$ cat src/rtl/alu_sequencer_pkg.sv
// alu_sequencer_pkg: shared definitions for the ALU front-end sequencer.
//   - default operand and opcode widths (must match the ALU)
//   - opcode values understood by the ALU, plus OP_MUL, which is handled
//     entirely by the sequencer and never reaches the ALU
package alu_sequencer_pkg;

    localparam int DEF_WORD_SIZE   = 16;
    localparam int DEF_OPCODE_SIZE = 4;

    localparam logic [DEF_OPCODE_SIZE-1:0] OP_ADD = 4'h0;
    localparam logic [DEF_OPCODE_SIZE-1:0] OP_SUB = 4'h1;
    localparam logic [DEF_OPCODE_SIZE-1:0] OP_AND = 4'h2;
    localparam logic [DEF_OPCODE_SIZE-1:0] OP_OR  = 4'h3;
    localparam logic [DEF_OPCODE_SIZE-1:0] OP_XOR = 4'h4;
    localparam logic [DEF_OPCODE_SIZE-1:0] OP_NOT = 4'h5;
    localparam logic [DEF_OPCODE_SIZE-1:0] OP_SLT = 4'h6;
    localparam logic [DEF_OPCODE_SIZE-1:0] OP_EQ  = 4'h7;
    // The ALU leaves this value unused; the sequencer decodes it itself.
    localparam logic [DEF_OPCODE_SIZE-1:0] OP_MUL = 4'hF;

endpackage

$ cat src/rtl/alu_sequencer.sv
// alu_sequencer: front-end controller for a single-cycle registered ALU.
// Accepts one operation at a time, drives the ALU, captures its registered
// result and returns it on a response channel. MUL is done here as a
// shift-and-add loop that reuses the ALU ADD path.
//
// Ports:
//   clock, reset_n                  clock, async active-low reset
//   req_valid/req_ready             request handshake (ready only in IDLE)
//   req_opcode, req_a, req_b        request opcode and operands
//   resp_valid/resp_ready           response handshake
//   resp_data                       result, stable while resp_valid
//   busy                            high whenever not IDLE
//   alu_enable, alu_opcode,
//   alu_in1, alu_in2                drive the ALU (hold when not enabled)
//   alu_result                      ALU registered output
module alu_sequencer
    import alu_sequencer_pkg::*;
#(
    parameter int WORD_SIZE   = DEF_WORD_SIZE,
    parameter int OPCODE_SIZE = DEF_OPCODE_SIZE,
    parameter int CNT_W       = $clog2(WORD_SIZE + 1)
) (
    input  logic                   clock,
    input  logic                   reset_n,
    input  logic                   req_valid,
    output logic                   req_ready,
    input  logic [OPCODE_SIZE-1:0] req_opcode,
    input  logic [WORD_SIZE-1:0]   req_a,
    input  logic [WORD_SIZE-1:0]   req_b,
    output logic                   resp_valid,
    input  logic                   resp_ready,
    output logic [WORD_SIZE-1:0]   resp_data,
    output logic                   busy,
    output logic                   alu_enable,
    output logic [OPCODE_SIZE-1:0] alu_opcode,
    output logic [WORD_SIZE-1:0]   alu_in1,
    output logic [WORD_SIZE-1:0]   alu_in2,
    input  logic [WORD_SIZE-1:0]   alu_result
);

    typedef enum logic [2:0] {
        S_IDLE,
        S_ISSUE,
        S_CAPT,
        S_M_STEP,
        S_M_ISSUE,
        S_M_CAPT,
        S_RESP
    } state_t;

    state_t                 state_q, state_d;
    logic [WORD_SIZE-1:0]   acc_q, acc_d;
    logic [WORD_SIZE-1:0]   mcand_q, mcand_d;
    logic [WORD_SIZE-1:0]   mplier_q, mplier_d;
    logic [CNT_W-1:0]       count_q, count_d;
    logic [WORD_SIZE-1:0]   resp_data_q, resp_data_d;
    logic [OPCODE_SIZE-1:0] alu_opcode_q, alu_opcode_d;
    logic [WORD_SIZE-1:0]   alu_in1_q, alu_in1_d;
    logic [WORD_SIZE-1:0]   alu_in2_q, alu_in2_d;

    always_ff @(posedge clock or negedge reset_n) begin
        if (!reset_n) begin
            state_q      <= S_IDLE;
            acc_q        <= '0;
            mcand_q      <= '0;
            mplier_q     <= '0;
            count_q      <= '0;
            resp_data_q  <= '0;
            alu_opcode_q <= '0;
            alu_in1_q    <= '0;
            alu_in2_q    <= '0;
        end else begin
            state_q      <= state_d;
            acc_q        <= acc_d;
            mcand_q      <= mcand_d;
            mplier_q     <= mplier_d;
            count_q      <= count_d;
            resp_data_q  <= resp_data_d;
            alu_opcode_q <= alu_opcode_d;
            alu_in1_q    <= alu_in1_d;
            alu_in2_q    <= alu_in2_d;
        end
    end

    // The ALU drive registers are loaded on the transition into ISSUE /
    // M_ISSUE, so they are already valid in the cycle alu_enable is high
    // and simply hold their last value afterwards.
    always_comb begin
        state_d      = state_q;
        acc_d        = acc_q;
        mcand_d      = mcand_q;
        mplier_d     = mplier_q;
        count_d      = count_q;
        resp_data_d  = resp_data_q;
        alu_opcode_d = alu_opcode_q;
        alu_in1_d    = alu_in1_q;
        alu_in2_d    = alu_in2_q;

        case (state_q)
            S_IDLE: begin
                if (req_valid) begin
                    if (req_opcode == OPCODE_SIZE'(OP_MUL)) begin
                        acc_d    = '0;
                        mcand_d  = req_a;
                        mplier_d = req_b;
                        count_d  = '0;
                        state_d  = S_M_STEP;
                    end else begin
                        alu_opcode_d = req_opcode;
                        alu_in1_d    = req_a;
                        alu_in2_d    = req_b;
                        state_d      = S_ISSUE;
                    end
                end
            end
            S_ISSUE: state_d = S_CAPT;
            S_CAPT: begin
                resp_data_d = alu_result;
                state_d     = S_RESP;
            end
            S_M_STEP: begin
                // Early exit once no set multiplier bits remain.
                if (mplier_q == '0 || count_q == CNT_W'(WORD_SIZE)) begin
                    resp_data_d = acc_q;
                    state_d     = S_RESP;
                end else if (mplier_q[0]) begin
                    alu_opcode_d = OPCODE_SIZE'(OP_ADD);
                    alu_in1_d    = acc_q;
                    alu_in2_d    = mcand_q;
                    state_d      = S_M_ISSUE;
                end else begin
                    mcand_d  = mcand_q << 1;
                    mplier_d = mplier_q >> 1;
                    count_d  = count_q + CNT_W'(1);
                end
            end
            S_M_ISSUE: state_d = S_M_CAPT;
            S_M_CAPT: begin
                acc_d    = alu_result;
                mcand_d  = mcand_q << 1;
                mplier_d = mplier_q >> 1;
                count_d  = count_q + CNT_W'(1);
                state_d  = S_M_STEP;
            end
            S_RESP: begin
                if (resp_ready) begin
                    state_d = S_IDLE;
                end
            end
            default: state_d = S_IDLE;
        endcase
    end

    assign req_ready  = (state_q == S_IDLE);
    assign busy       = (state_q != S_IDLE);
    assign resp_valid = (state_q == S_RESP);
    assign resp_data  = resp_data_q;
    assign alu_enable = (state_q == S_ISSUE) || (state_q == S_M_ISSUE);
    assign alu_opcode = alu_opcode_q;
    assign alu_in1    = alu_in1_q;
    assign alu_in2    = alu_in2_q;

endmodule

$ cat config.mk
export PLATFORM = sky130hd
export DESIGN_NAME = alu_sequencer
export DESIGN_NICKNAME = d
export VERILOG_FILES = /design/src/rtl/alu_sequencer_pkg.sv /design/src/rtl/alu_sequencer.sv
export SDC_FILE = /design/constraint.sdc
export NUM_CORES = 1
export LEC_CHECK = 0
export CORE_UTILIZATION = 45
export CTS_BUF_LIST = sky130_fd_sc_hd__clkbuf_8
export DETAILED_ROUTE_END_ITERATION = 6
export DONT_BUFFER_PORTS = 1
export SETUP_SLACK_MARGIN = 0.4
export SLEW_MARGIN = 20
export SYNTH_ARGS = -nofsm -noshare
export SYNTH_HDL_FRONTEND = slang
export SYNTH_SLANG_ARGS = --single-unit
$ cat constraint.sdc
create_clock -name clock -period 4.2 [get_ports clock]
set_clock_uncertainty 0.1 [all_clocks]
set_input_delay 0.42 -clock clock [delete_from_list [all_inputs] [get_ports clock]]
set_output_delay 0.42 -clock clock [all_outputs]
set_load 0.01 [all_outputs]
# Word level (Yosys, flattened, before mapping)
# Cells that the tools add are included.
[totals]
in_bits = 56
regBits = 108
[classes]
n_eq_ne = 17
n_addsub = 1
n_mux = 41
reduce_logical = 15
[op_table]
columns = ["cell", "count"]
rows = [
  ["2-to-1 mux 16 bit", 19],
  ["case mux 16 bit (2 select lines)", 4],
  ["case mux 16 bit (3 select lines)", 2],
  ["case mux 3 bit (7 select lines)", 1],
  ["2-to-1 mux 5 bit", 4],
  ["zero test 16 bit", 1],
  ["2-to-1 mux 4 bit", 4],
  ["case mux 5 bit (3 select lines)", 1],
  ["2-to-1 mux 3 bit", 4],
  ["inequality test 2 bit (second input constant)", 6],
  ["AND reduction 5 bit", 2],
  ["== test 3 bit (second input constant)", 3],
  ["case mux 4 bit (2 select lines)", 1],
  ["== test 3 x 2 -> 1 bit (second input constant)", 2],
  ["AND reduction 3 bit", 2],
  ["nonzero test 2 bit", 3],
  ["nonzero test 3 bit", 2],
  ["adder 5 x 1 -> 5 bit (second input constant)", 1],
  ["== test 5 bit (second input constant)", 1],
  ["== test 4 bit (second input constant)", 1],
  ["inequality test 2 x 1 -> 1 bit (second input constant)", 2],
  ["AND reduction 4 bit", 1],
  ["== test 3 x 1 -> 1 bit (second input constant)", 1],
  ["zero test 3 bit", 1],
  ["other kinds (4)", 5],
]

# Logic depth before layout (Yosys ltp)
# Gate-level depths: netlist of run 1.
[depth]
word_depth = 4
depth_mapped = 9

# Least setup slack after synthesis of run 1
# Ideal clock, no wire load.
[synth_path]
path_type = "register to register"
startpoint = "register state_q[0]"
endpoint = "register mcand_q[15]"
setup_time_ps = 125
n_path_buf = 3
required_ps = 3975
stages_incl_launch_ff = 9
arrival_ps = 1766
slack_ps = 2208
path_cell_list = "dfrtp_1 -> buf_2 -> nor3_2 -> nand3_1 -> nand2_1 -> a21o_1 -> buf_6 -> buf_6 -> mux2_4"
[synth_between]
elab_chain_cells = 3
[synth_rtl]
columns = ["element", "line", "text"]
rows = [
  ["from (decl)", "alu_sequencer.sv:51", "state_t state_q, state_d;"],
  ["from (signal assigned)", "alu_sequencer.sv:73", "state_q <= state_d;"],
  ["zero test 3 bit (*)", "-", ""],
  ["net req_ready", "alu_sequencer.sv:26", "output logic req_ready,"],
  ["inequality test 2 x 1 -> 1 bit (no source line) (tied with other cells)", "-", ""],
  ["AND reduction 5 bit (no source line)", "-", ""],
  ["to (signal assigned)", "alu_sequencer.sv:75", "mcand_q <= mcand_d;"],
  ["to (decl)", "alu_sequencer.sv:53", "logic [WORD_SIZE-1:0] mcand_q, mcand_d;"],
]
# Mark *: on every way through the listed nets, which the timed path passes. The rest lies on a longest branch.
# A chain may end at the register's enable or synchronous reset.

# Final worst setup path of run 1
[layout_path]
startpoint = "register count_q[0]"
endpoint = "register mplier_q[5]"
[layout_between]
elab_chain_cells = 4
[layout_rtl]
columns = ["element", "line", "text"]
rows = [
  ["from (decl)", "alu_sequencer.sv:55", "logic [CNT_W-1:0] count_q, count_d;"],
  ["from (signal assigned)", "alu_sequencer.sv:77", "count_q <= count_d;"],
  ["== test 5 bit", "alu_sequencer.sv:123", "if (mplier_q == '0 || count_q == CNT_W'(WORD_SIZE)) begin"],
  ["logical OR 1 bit", "alu_sequencer.sv:123", ""],
  ["inequality test 2 bit (no source line)", "-", ""],
  ["AND reduction 5 bit (no source line)", "-", ""],
  ["to (signal assigned)", "alu_sequencer.sv:76", "mplier_q <= mplier_d;"],
  ["to (decl)", "alu_sequencer.sv:54", "logic [WORD_SIZE-1:0] mplier_q, mplier_d;"],
]
# Every way passes these cells.

==> results.tsv, run 1 <==
stage	metric	value	unit
run_status	status	complete, no violations	
setup_path	required	4.37	ns
cells_and_area	layout_commonest_cell	dfrtp_1	
global_route	grt_antenna_before_repair	0	
power_and_ir_drop	p_per_area	815	mW/mm^2
timing	period_minus_slack	2.81	ns
yosys	ys_seq_area_frac	0.513	
global_route	grt_max_degree	109	
cells_and_area	antennaDiodeCount	0	
setup_path	max_stage_delay	0.65	ns
setup_path	r2r-end	mplier_q[5]$_DFFE_PN0P_	
timing	timing.final.crit_share	0.670	
global_route	grt_usage	0.223	
clocking	numClockSinks	108	
cells_and_area	final_cell_mix	108 x dfrtp_1, 51 x nand3_1, 39 x o21ai_0, 38 x nand2_1, 35 x a22o_1	
yosys	synthAdderAreaFrac	0.00475	
power_and_ir_drop	leakage	2.62	nW
setup_path	r2r_setup_slack	1.39	ns
setup_path	path_common_cell	buf_4	
timing	tns	0	ns
setup_path	reg2reg_depth	8	
clocking	h-tree-depth	3	
power_and_ir_drop	peakVddDrop	0.331	mV
floorplanning	fp.dieW	110	um
clocking	root_buffer	clkbuf_8	
detailed_routing	drt-pass1-iter-count	5	
global_route	grt_pass1_wl	19900	um
detailed_routing	routedWlPerCell	21.6	um
floorplanning	fp.coreArea	0.0114	sq mm
setup_path	arrival	2.98	ns
detailed_routing	vias	3603	
cells_and_area	seq_area	0.00270	sq mm
detailed_routing	wirelength	12800	um
timing	holdWs	0.0717	ns
yosys	synthSimpleGateAreaFrac	0.118	
cells_and_area	layout.nets	505	
setup_path	crit_type	flip-flop to flip-flop	
cells_and_area	multiInputGateArea	0.00234	sq mm
floorplanning	io-pin-count	112	
yosys	synthFlopType	dfrtp_1	
global_route	grt_pass1_vias	3469	
detailed_routing	drt_iter0_drc	201	
yosys	synth_cell_type_count	42	
yosys	synth.top_cell.area_share	0.513	
worst_hold_path	hp-start	alu_result[15]	
setup_path	crit_path_cell_trace	inv_1 > ha_1 > and4bb_2 > nor2b_1 > buf_4 > a21o_2 > buf_4 > mux2_4	
yosys	synth_area	0.00527	sq mm
yosys	synth_top_family_by_area	multiplexers	
cells_and_area	stdcell_count	595	
setup_path	start_kind	flip-flop	
detailed_routing	vias_per_cell	6.06	
yosys	yosysTopAreaCell	dfrtp_1	
yosys	ys_seq_elements	108	
yosys	synth_cells	462	
yosys	yosysWarnings	0	
detailed_routing	drc	0	
detailed_routing	ant_nets	0	
timing	rsz0062_at_grt	no	
yosys	synth_edf_count	0	
timing	drv_slew	0	
placed_design	dpl.cell_count	577	
timing	hold_viol	0	
job	maxCapViolations	0	
worst_hold_path	whs_path_depth	1	
global_route	grt.overflow.total	0	
setup_path	critPathSlowestCell	a21o_2	
cells_and_area	n_fill_cell	1065	
worst_hold_path	hp-class	input pin to flip-flop	
yosys	async_reset_ff_frac	1.00	
yosys	synth_compound_area_frac	0.140	
yosys	ys_top_cells_by_area	dfrtp_1 51%, mux2_4 8.3%, mux2i_1 6.1%	
clocking	cts_setup_buffers	0	
yosys	avgSynthCellArea	11.4	sq um
setup_path	path_max_fanout	24	
cells_and_area	drive_above_1_share	0.148	
timing	max_freq	0.356	GHz
floorplanning	start_util	0.462	
cells_and_area	syn2layout_area_growth	5.46	%
worst_hold_path	hold-path-endpoint	acc_q[15]$_DFFE_PN0P_	
placed_design	dp_hpwl	9150	um
timing	tightest_slew	1.07	ns
clocking	clkLatencyLatePin	0.38	ns
clocking	cts_tree	built	
yosys	synthMuxAreaShare	0.178	
setup_path	critPathCaptureType	flip-flop	
timing	maxSlewHeadroom	0.284	
timing	finalSetupViolCount	0	
floorplanning	die_y	110	um
setup_path	rr_startpoint	count_q[0]$_DFFE_PN0P_	
placed_design	place_congestion	0.811	
cells_and_area	fin_area	0.00556	sq mm
yosys	syn_nets	520	
clocking	clockBufferDepth	2	
yosys	synth_xor_area_frac	0.00166	
floorplanning	dieArea	0.0121	sq mm
floorplanning	rows	39	
clocking	cts-buffers-inserted	9	
clocking	clkTransAtPathRegs	0.10	ns
placed_design	io_buffer_count	0	
placed_design	dpl_cell_area	0.00532	sq mm
## sequential cells by signal, summed over array words and instances (netlist names)
name / count
resp_data: 16
mcand_q: 16
count_q: 5
state_q: 3
alu_in1: 16
acc_q: 16
alu_opcode: 4
mplier_q: 16
alu_in2: 16
## kinds of logic after synthesis
group | Yosys count
fa+ha+maj | 2
mux | 77
simple gates | 123
compound gates | 106
buf+inv | 45
xor+xnor | 1
flops | 108
## synthesized netlist by cell type, types with 2 or more instances
cell,number
dfrtp_1,108
nand3_1,51
o21ai_0,39
nand2_1,38
a22o_1,35
mux2i_1,32
mux2_4,29
a22oi_1,16
clkbuf_1,13
buf_2,12
nor2_1,12
mux2_1,11
inv_1,8
buf_6,7
mux2_2,5
o41ai_1,5
a21oi_1,4
nor4_1,4
buf_1,3
nand4_1,3
ha_1,2
nand2b_1,2
nand3b_1,2
nor2b_1,2
nor3_2,2
## cell type report
cell class / instances / area share
repair buffers: 10 / 0.0176
well taps: 143 / 0.0322
flip-flops and latches: 108 / 0.486
clock inverters: 6 / 0.0117
clock buffers: 10 / 0.0248
inverters: 9 / 0.00608
multi-input cells: 309 / 0.421
## how the worst max path moves through the flow
stage	from	to	slack, ns	cells past startpoint
detailed placement	count_q[0]$_DFFE_PN0P_	mplier_q[5]$_DFFE_PN0P_	1.39	8
finish	count_q[0]$_DFFE_PN0P_	mplier_q[5]$_DFFE_PN0P_	1.39	8
CTS	count_q[0]$_DFFE_PN0P_	mplier_q[5]$_DFFE_PN0P_	1.37	8
global placement	count_q[0]$_DFFE_PN0P_	mplier_q[4]$_DFFE_PN0P_	1.45	8
global route	count_q[0]$_DFFE_PN0P_	mcand_q[4]$_DFFE_PN0P_	1.21	8
floorplan	state_q[0]$_DFFE_PN0P_	mcand_q[15]$_DFFE_PN0P_	2.21	8
## what timing repair did
item,in CTS,in global routing
hold endpoints to repair,108,0
gates resized for setup,0,0
endpoints found under the setup margin,0,0
hold buffers,2,0
## report_power, final
| part | leakage, nW | internal (mW) | switching, mW |
|---|---|---|---|
| Sequential | 1.32 | 1.54 | 0.576 |
| Clock | 0.108 | 0.292 | 0.358 |
| Combinational | 1.19 | 0.878 | 0.883 |
## per-layer routing
| metal | wire length [um] | global-route usage | vias to the layer above |
|---|---|---|---|
| li1 | - | - | 1670 |
| met1 | 5680 | 0.302 | 1796 |
| met2 | 5820 | 0.335 | 124 |
| met3 | 1130 | 0.0653 | 13 |
| met4 | 215 | 0.0883 | 0 |
| met5 | 0 | 0 | - |
## metrics by stage
stage	total power [mW]	util	worst slack [ns]
detailed placement	3.89	0.465	1.39
CTS	4.57	0.487	1.37
floorplan	3.52	-	2.21
finish	4.53	0.487	1.39
global route	4.86	0.487	1.21
global placement	3.83	0.465	1.45
## worst max-delay path: cells and delay by family, from the launching register on
| kind | cells | cell delay, ns |
|---|---|---|
| adders and majority gates | 1 | 0.19 |
| and+or+nand+nor | 2 | 0.36 |
| DFF | 1 | 0.42 |
| muxes | 1 | 0.32 |
| buffers and inverters | 3 | 0.66 |
| AOI/OAI and AO/OA | 1 | 0.65 |
Power figures use the tool's default switching activity.
==> run 2, diff against run 1 <==
Clock period 4.2 ns to 2.8 ns, I/O delays scaled along.
==> results.tsv, run 2 (synthesized netlist as in run 1, its figures left out) <==
stage	metric	value	unit
detailed_routing	drt-pass1-iter-count	5	
floorplanning	start_util	0.462	
setup_path	crit_path_cell_trace	inv_1 > ha_1 > and4bb_2 > nor2b_1 > a21o_4 > mux2_2	
timing	period_minus_slack	2.32	ns
global_route	grt_pass1_wl	20700	um
run_status	violations	hold timing	
clocking	cts_tree	built	
timing	tns	0	ns
job	maxCapViolations	0	
detailed_routing	vias	3693	
floorplanning	io-pin-count	112	
global_route	grt_antenna_before_repair	0	
clocking	clkLatencyLatePin	0.38	ns
floorplanning	fp.coreArea	0.0114	sq mm
setup_path	crit_type	flip-flop to flip-flop	
timing	max_freq	0.431	GHz
detailed_routing	routedWlPerCell	21.6	um
setup_path	arrival	2.49	ns
timing	finalSetupViolCount	0	
floorplanning	fp.dieW	110	um
run_status	status	complete, but fails checks	
clocking	postCtsHoldBufs	29	
floorplanning	dieArea	0.0121	sq mm
clocking	root_buffer	clkbuf_8	
timing	hold_viol	110	
clocking	h-tree-depth	3	
placed_design	io_buffer_count	0	
setup_path	required	2.97	ns
setup_path	critPathCaptureType	flip-flop	
cells_and_area	final_cell_mix	108 x dfrtp_1, 51 x nand3_1, 39 x o21ai_0, 38 x nand2_1, 35 x a22o_1	
timing	timing.final.crit_share	0.830	
setup_path	start_kind	flip-flop	
detailed_routing	ant_nets	0	
setup_path	max_stage_delay	0.53	ns
global_route	grt_pass1_vias	3747	
power_and_ir_drop	leakage	2.73	nW
cells_and_area	n_fill_cell	1036	
timing	rsz0062_at_grt	yes	
power_and_ir_drop	peakVddDrop	0.443	mV
cells_and_area	layout_commonest_cell	dfrtp_1	
clocking	numClockSinks	108	
detailed_routing	drt_iter0_drc	233	
power_and_ir_drop	p_per_area	1180	mW/mm^2
clocking	cts-buffers-inserted	9	
setup_path	crit_family	compound AO/OA/AOI/OAI gates	
global_route	grt.overflow.total	0	
cells_and_area	layout.nets	535	
cells_and_area	antennaDiodeCount	0	
setup_path	timing.critical_path.buf_inv	1	
detailed_routing	vias_per_cell	5.91	
setup_path	critPathSlowestCell	a21o_4	
global_route	grt_max_degree	109	
worst_hold_path	hp-class	input pin to async pin	
setup_path	path_max_fanout	33	
detailed_routing	drc	0	
power_and_ir_drop	power	6.89	mW
timing	holdWs	-0.521	ns
timing	tightest_slew	1.13	ns
global_route	grt_usage	0.229	
placed_design	dp_hpwl	8920	um
clocking	clockBufferDepth	2	
cells_and_area	syn2layout_area_growth	11.1	%
clocking	clkTransAtPathRegs	0.10	ns
floorplanning	die_y	110	um
detailed_routing	wirelength	13500	um
placed_design	dpl_cell_area	0.00534	sq mm
floorplanning	rows	39	
cells_and_area	drive_above_1_share	0.147	
timing	drv_slew	0	
timing	setup_ws	0.477	ns
cells_and_area	fin_area	0.00586	sq mm
placed_design	pre_cts_ws	0.262	ns
placed_design	place_congestion	0.794	
timing	maxSlewHeadroom	0.244	
## run 2: worst paths after layout
path / cells past startpoint / endpoint / slack, ns / startpoint
setup reg to reg: 6 / mplier_q[2]$_DFFE_PN0P_ / 0.48 / count_q[0]$_DFFE_PN0P_
hold reg to reg: 1 / count_q[4]$_DFFE_PN0P_ / 0.41 / count_q[4]$_DFFE_PN0P_
hold / removal: 0 / alu_in2[9]$_DFFE_PN0P_ / -0.52 / reset_n
min in group clock: 2 / alu_in2[9]$_DFFE_PN0P_ / 0 / req_b[9]
setup / recovery: 6 / mplier_q[2]$_DFFE_PN0P_ / 0.48 / count_q[0]$_DFFE_PN0P_
max in group asynchronous: 0 / alu_opcode[1]$_DFFE_PN0P_ / 2.99 / reset_n
## run 2: repair_timing
item                                    CTS  global route
cloned                                    0             1
resized for setup                         1             3
endpoints found under the setup margin   30            57
setup buffers                             0             0
endpoints found under the hold margin   154           108
## run 2: cell type report
class,instances,area [sq um],share of cell area
clock buffers,12,165,0.0282
clock inverters,4,30.0,0.00513
inverters,9,33.8,0.00577
multi-input cells,310,2370,0.404
flip-flops and latches,108,2700,0.462
well taps,143,179,0.0306
repair buffers,39,378,0.0645
## run 2: metrics by stage
stage               hold WS (ns)  std cells  utilization
floorplan                 -0.116        462            -
global placement          -0.111        579        0.468
detailed placement        -0.112        579        0.468
CTS                       -0.527        624        0.511
global route              -0.546        625        0.513
finish                    -0.521        625        0.513
## run 2: where the power goes
group	internal (mW)	total, mW	leakage, nW	switching (mW)
logic	1.38	2.77	1.31	1.38
registers	2.31	3.17	1.32	0.860
clock network	0.401	0.946	0.0990	0.545
total	4.10	6.89	2.73	2.79
## run 2: metal layers
layer | wire (um) | part of all wire | track usage | vias up
li1 | - | - | - | 1731
met4 | 153 | 0.011 | 0.0705 | 0
met5 | 0 | 0 | 0 | -
met2 | 6130 | 0.46 | 0.351 | 129
met1 | 6180 | 0.46 | 0.314 | 1823
met3 | 1010 | 0.075 | 0.0664 | 10
==> run 3, diff against run 2 <==
Clock period 2.8 ns to 2 ns, I/O delays scaled along.
==> results.tsv, run 3 (synthesized netlist as in run 1, its figures left out) <==
stage	metric	value	unit
power_and_ir_drop	clkPwrFrac	0.111	
cells_and_area	stdcell_count	711	
clocking	clkLatencyLatePin	0.40	ns
clocking	numClockSinks	108	
floorplanning	io-pin-count	112	
cells_and_area	layout.nets	622	
detailed_routing	drt_iter0_drc	223	
timing	timing.final.crit_share	1.03	
placed_design	dpl_cell_area	0.00561	sq mm
global_route	grt_pass1_vias	4103	
clocking	cts-buffers-inserted	9	
global_route	grt_pass1_wl	22800	um
setup_path	start_kind	flip-flop	
floorplanning	fp.coreArea	0.0114	sq mm
clocking	clkTransAtPathRegs	0.13	ns
timing	maxSlewHeadroom	0.503	
detailed_routing	routedWlPerCell	24.3	um
floorplanning	start_util	0.462	
power_and_ir_drop	pwr-share-seq	0.361	
setup_path	r2r-end	mcand_q[15]$_DFFE_PN0P_	
power_and_ir_drop	p_per_area	1660	mW/mm^2
floorplanning	dieArea	0.0121	sq mm
power_and_ir_drop	power.switching	5.22	mW
setup_path	path_max_fanout	13	
setup_path	r2r_setup_slack	-0.06	ns
cells_and_area	final_cell_mix	107 x dfrtp_1, 54 x dlygate4sd3_1, 35 x a22o_1, 31 x buf_4	
clocking	clockBufferDepth	2	
timing	tns	-1.40	ns
global_route	grt_max_degree	109	
cells_and_area	layout_commonest_cell	dfrtp_1	
timing	setup_ws	-0.0573	ns
clocking	h-tree-depth	3	
cells_and_area	antennaDiodeCount	0	
detailed_routing	drc	0	
detailed_routing	drt-pass1-iter-count	4	
placed_design	dpl.cell_count	599	
timing	rsz0062_at_grt	yes	
clocking	postCtsHoldBufs	54	
power_and_ir_drop	peakVddDrop	0.907	mV
power_and_ir_drop	intPower	7.46	mW
job	maxCapViolations	0	
setup_path	required	2.18	ns
setup_path	critPathCaptureType	flip-flop	
cells_and_area	fin_area	0.00763	sq mm
power_and_ir_drop	switching_share	0.411	
placed_design	place_congestion	0.873	
setup_path	crit_type	flip-flop to flip-flop	
global_route	grt_antenna_before_repair	0	
power_and_ir_drop	p_comb_frac	0.528	
placed_design	dp_hpwl	9240	um
global_route	grt.overflow.total	0	
timing	drv_slew	0	
timing	holdWs	-0.628	ns
clocking	cts_tree	built	
timing	finalSetupViolCount	40	
clocking	root_buffer	clkbuf_8	
run_status	status	complete, but fails checks	
detailed_routing	wirelength	17300	um
detailed_routing	vias	4327	
power_and_ir_drop	leakage	3.47	nW
floorplanning	fp.dieW	110	um
setup_path	arrival	2.24	ns
run_status	violations	hold timing, setup timing	
worst_hold_path	hp-class	input pin to async pin	
setup_path	reg2reg_depth	6	
floorplanning	rows	39	
setup_path	rr_startpoint	mplier_q[1]$_DFFE_PN0P_	
timing	max_freq	0.486	GHz
timing	period_minus_slack	2.06	ns
detailed_routing	vias_per_cell	6.09	
timing	hold_viol	108	
power_and_ir_drop	power	12.7	mW
timing	tightest_slew	0.745	ns
cells_and_area	drive_above_1_share	0.423	
floorplanning	die_y	110	um
cells_and_area	syn2layout_area_growth	44.7	%
global_route	grt_usage	0.254	
placed_design	io_buffer_count	0	
detailed_routing	ant_nets	0	
## run 3: critical path: stages (launching register included)
cell     delay [ns]
dfrtp_1        0.41
nor4_2         0.30
nand4_1        0.23
nor2b_4        0.20
a21o_4         0.24
buf_12         0.17
mux2_4         0.30
## run 3: routing by layer
metal	vias to the layer above	wire [um]	GRT usage
li1	1916	-	-
met1	2235	7250	0.355
met2	147	8640	0.394
met3	29	1030	0.0529
met4	0	362	0.0855
met5	-	0	0
## run 3: timing repair
action | CTS | global route
cloned | 3 | 14
buffers inserted | 12 | 14
setup endpoints to repair | 112 | 112
pin swaps | 5 | 48
endpoints found under the hold margin | 210 | 108
gates resized for setup | 21 | 143
## run 3: how the worst max path moves through the flow
stage,startpoint,end,slack [ns],cells past startpoint
finish,mplier_q[1]$_DFFE_PN0P_,mcand_q[15]$_DFFE_PN0P_,-0.06,6
floorplan,state_q[2]$_DFFE_PN0P_,mcand_q[3]$_DFFE_PN0P_,0.11,8
CTS,state_q[2]$_DFFE_PN0P_,mcand_q[1]$_DFFE_PN0P_,0.04,7
global placement,state_q[2]$_DFFE_PN0P_,resp_data[8]$_DFFE_PN0P_,-0.08,5
detailed placement,state_q[2]$_DFFE_PN0P_,resp_data[5]$_DFFE_PN0P_,-0.14,5
global route,mplier_q[14]$_DFFE_PN0P_,resp_data[0]$_DFFE_PN0P_,-0.12,9
## run 3: area by class of cell
cell class              count  area [sq um]
clock buffers               9           124
clock inverters             6          72.6
fillers                   831          3790
inverters                   9          36.3
multi-input cells         309          2960
flip-flops and latches    108          2700
well taps                 143           179
repair buffers            127          1550
## run 3: power by group through the flow
stage | Clock [mW] | Combinational, mW | Sequential (mW)
finish | 1.41 | 6.69 | 4.57
global route | 1.50 | 7.11 | 4.71
CTS | 1.40 | 4.91 | 4.40
detailed placement | 0 | 4.29 | 4.44
global placement | 0 | 4.17 | 4.41
floorplan | 0 | 3.70 | 4.08
## run 3: metrics by stage
step | utilization | setup slack, ns
global placement | 0.492 | -0.0842
floorplan | - | 0.112
global route | 0.668 | -0.115
CTS | 0.580 | 0.0426
finish | 0.668 | -0.0573
detailed placement | 0.492 | -0.145
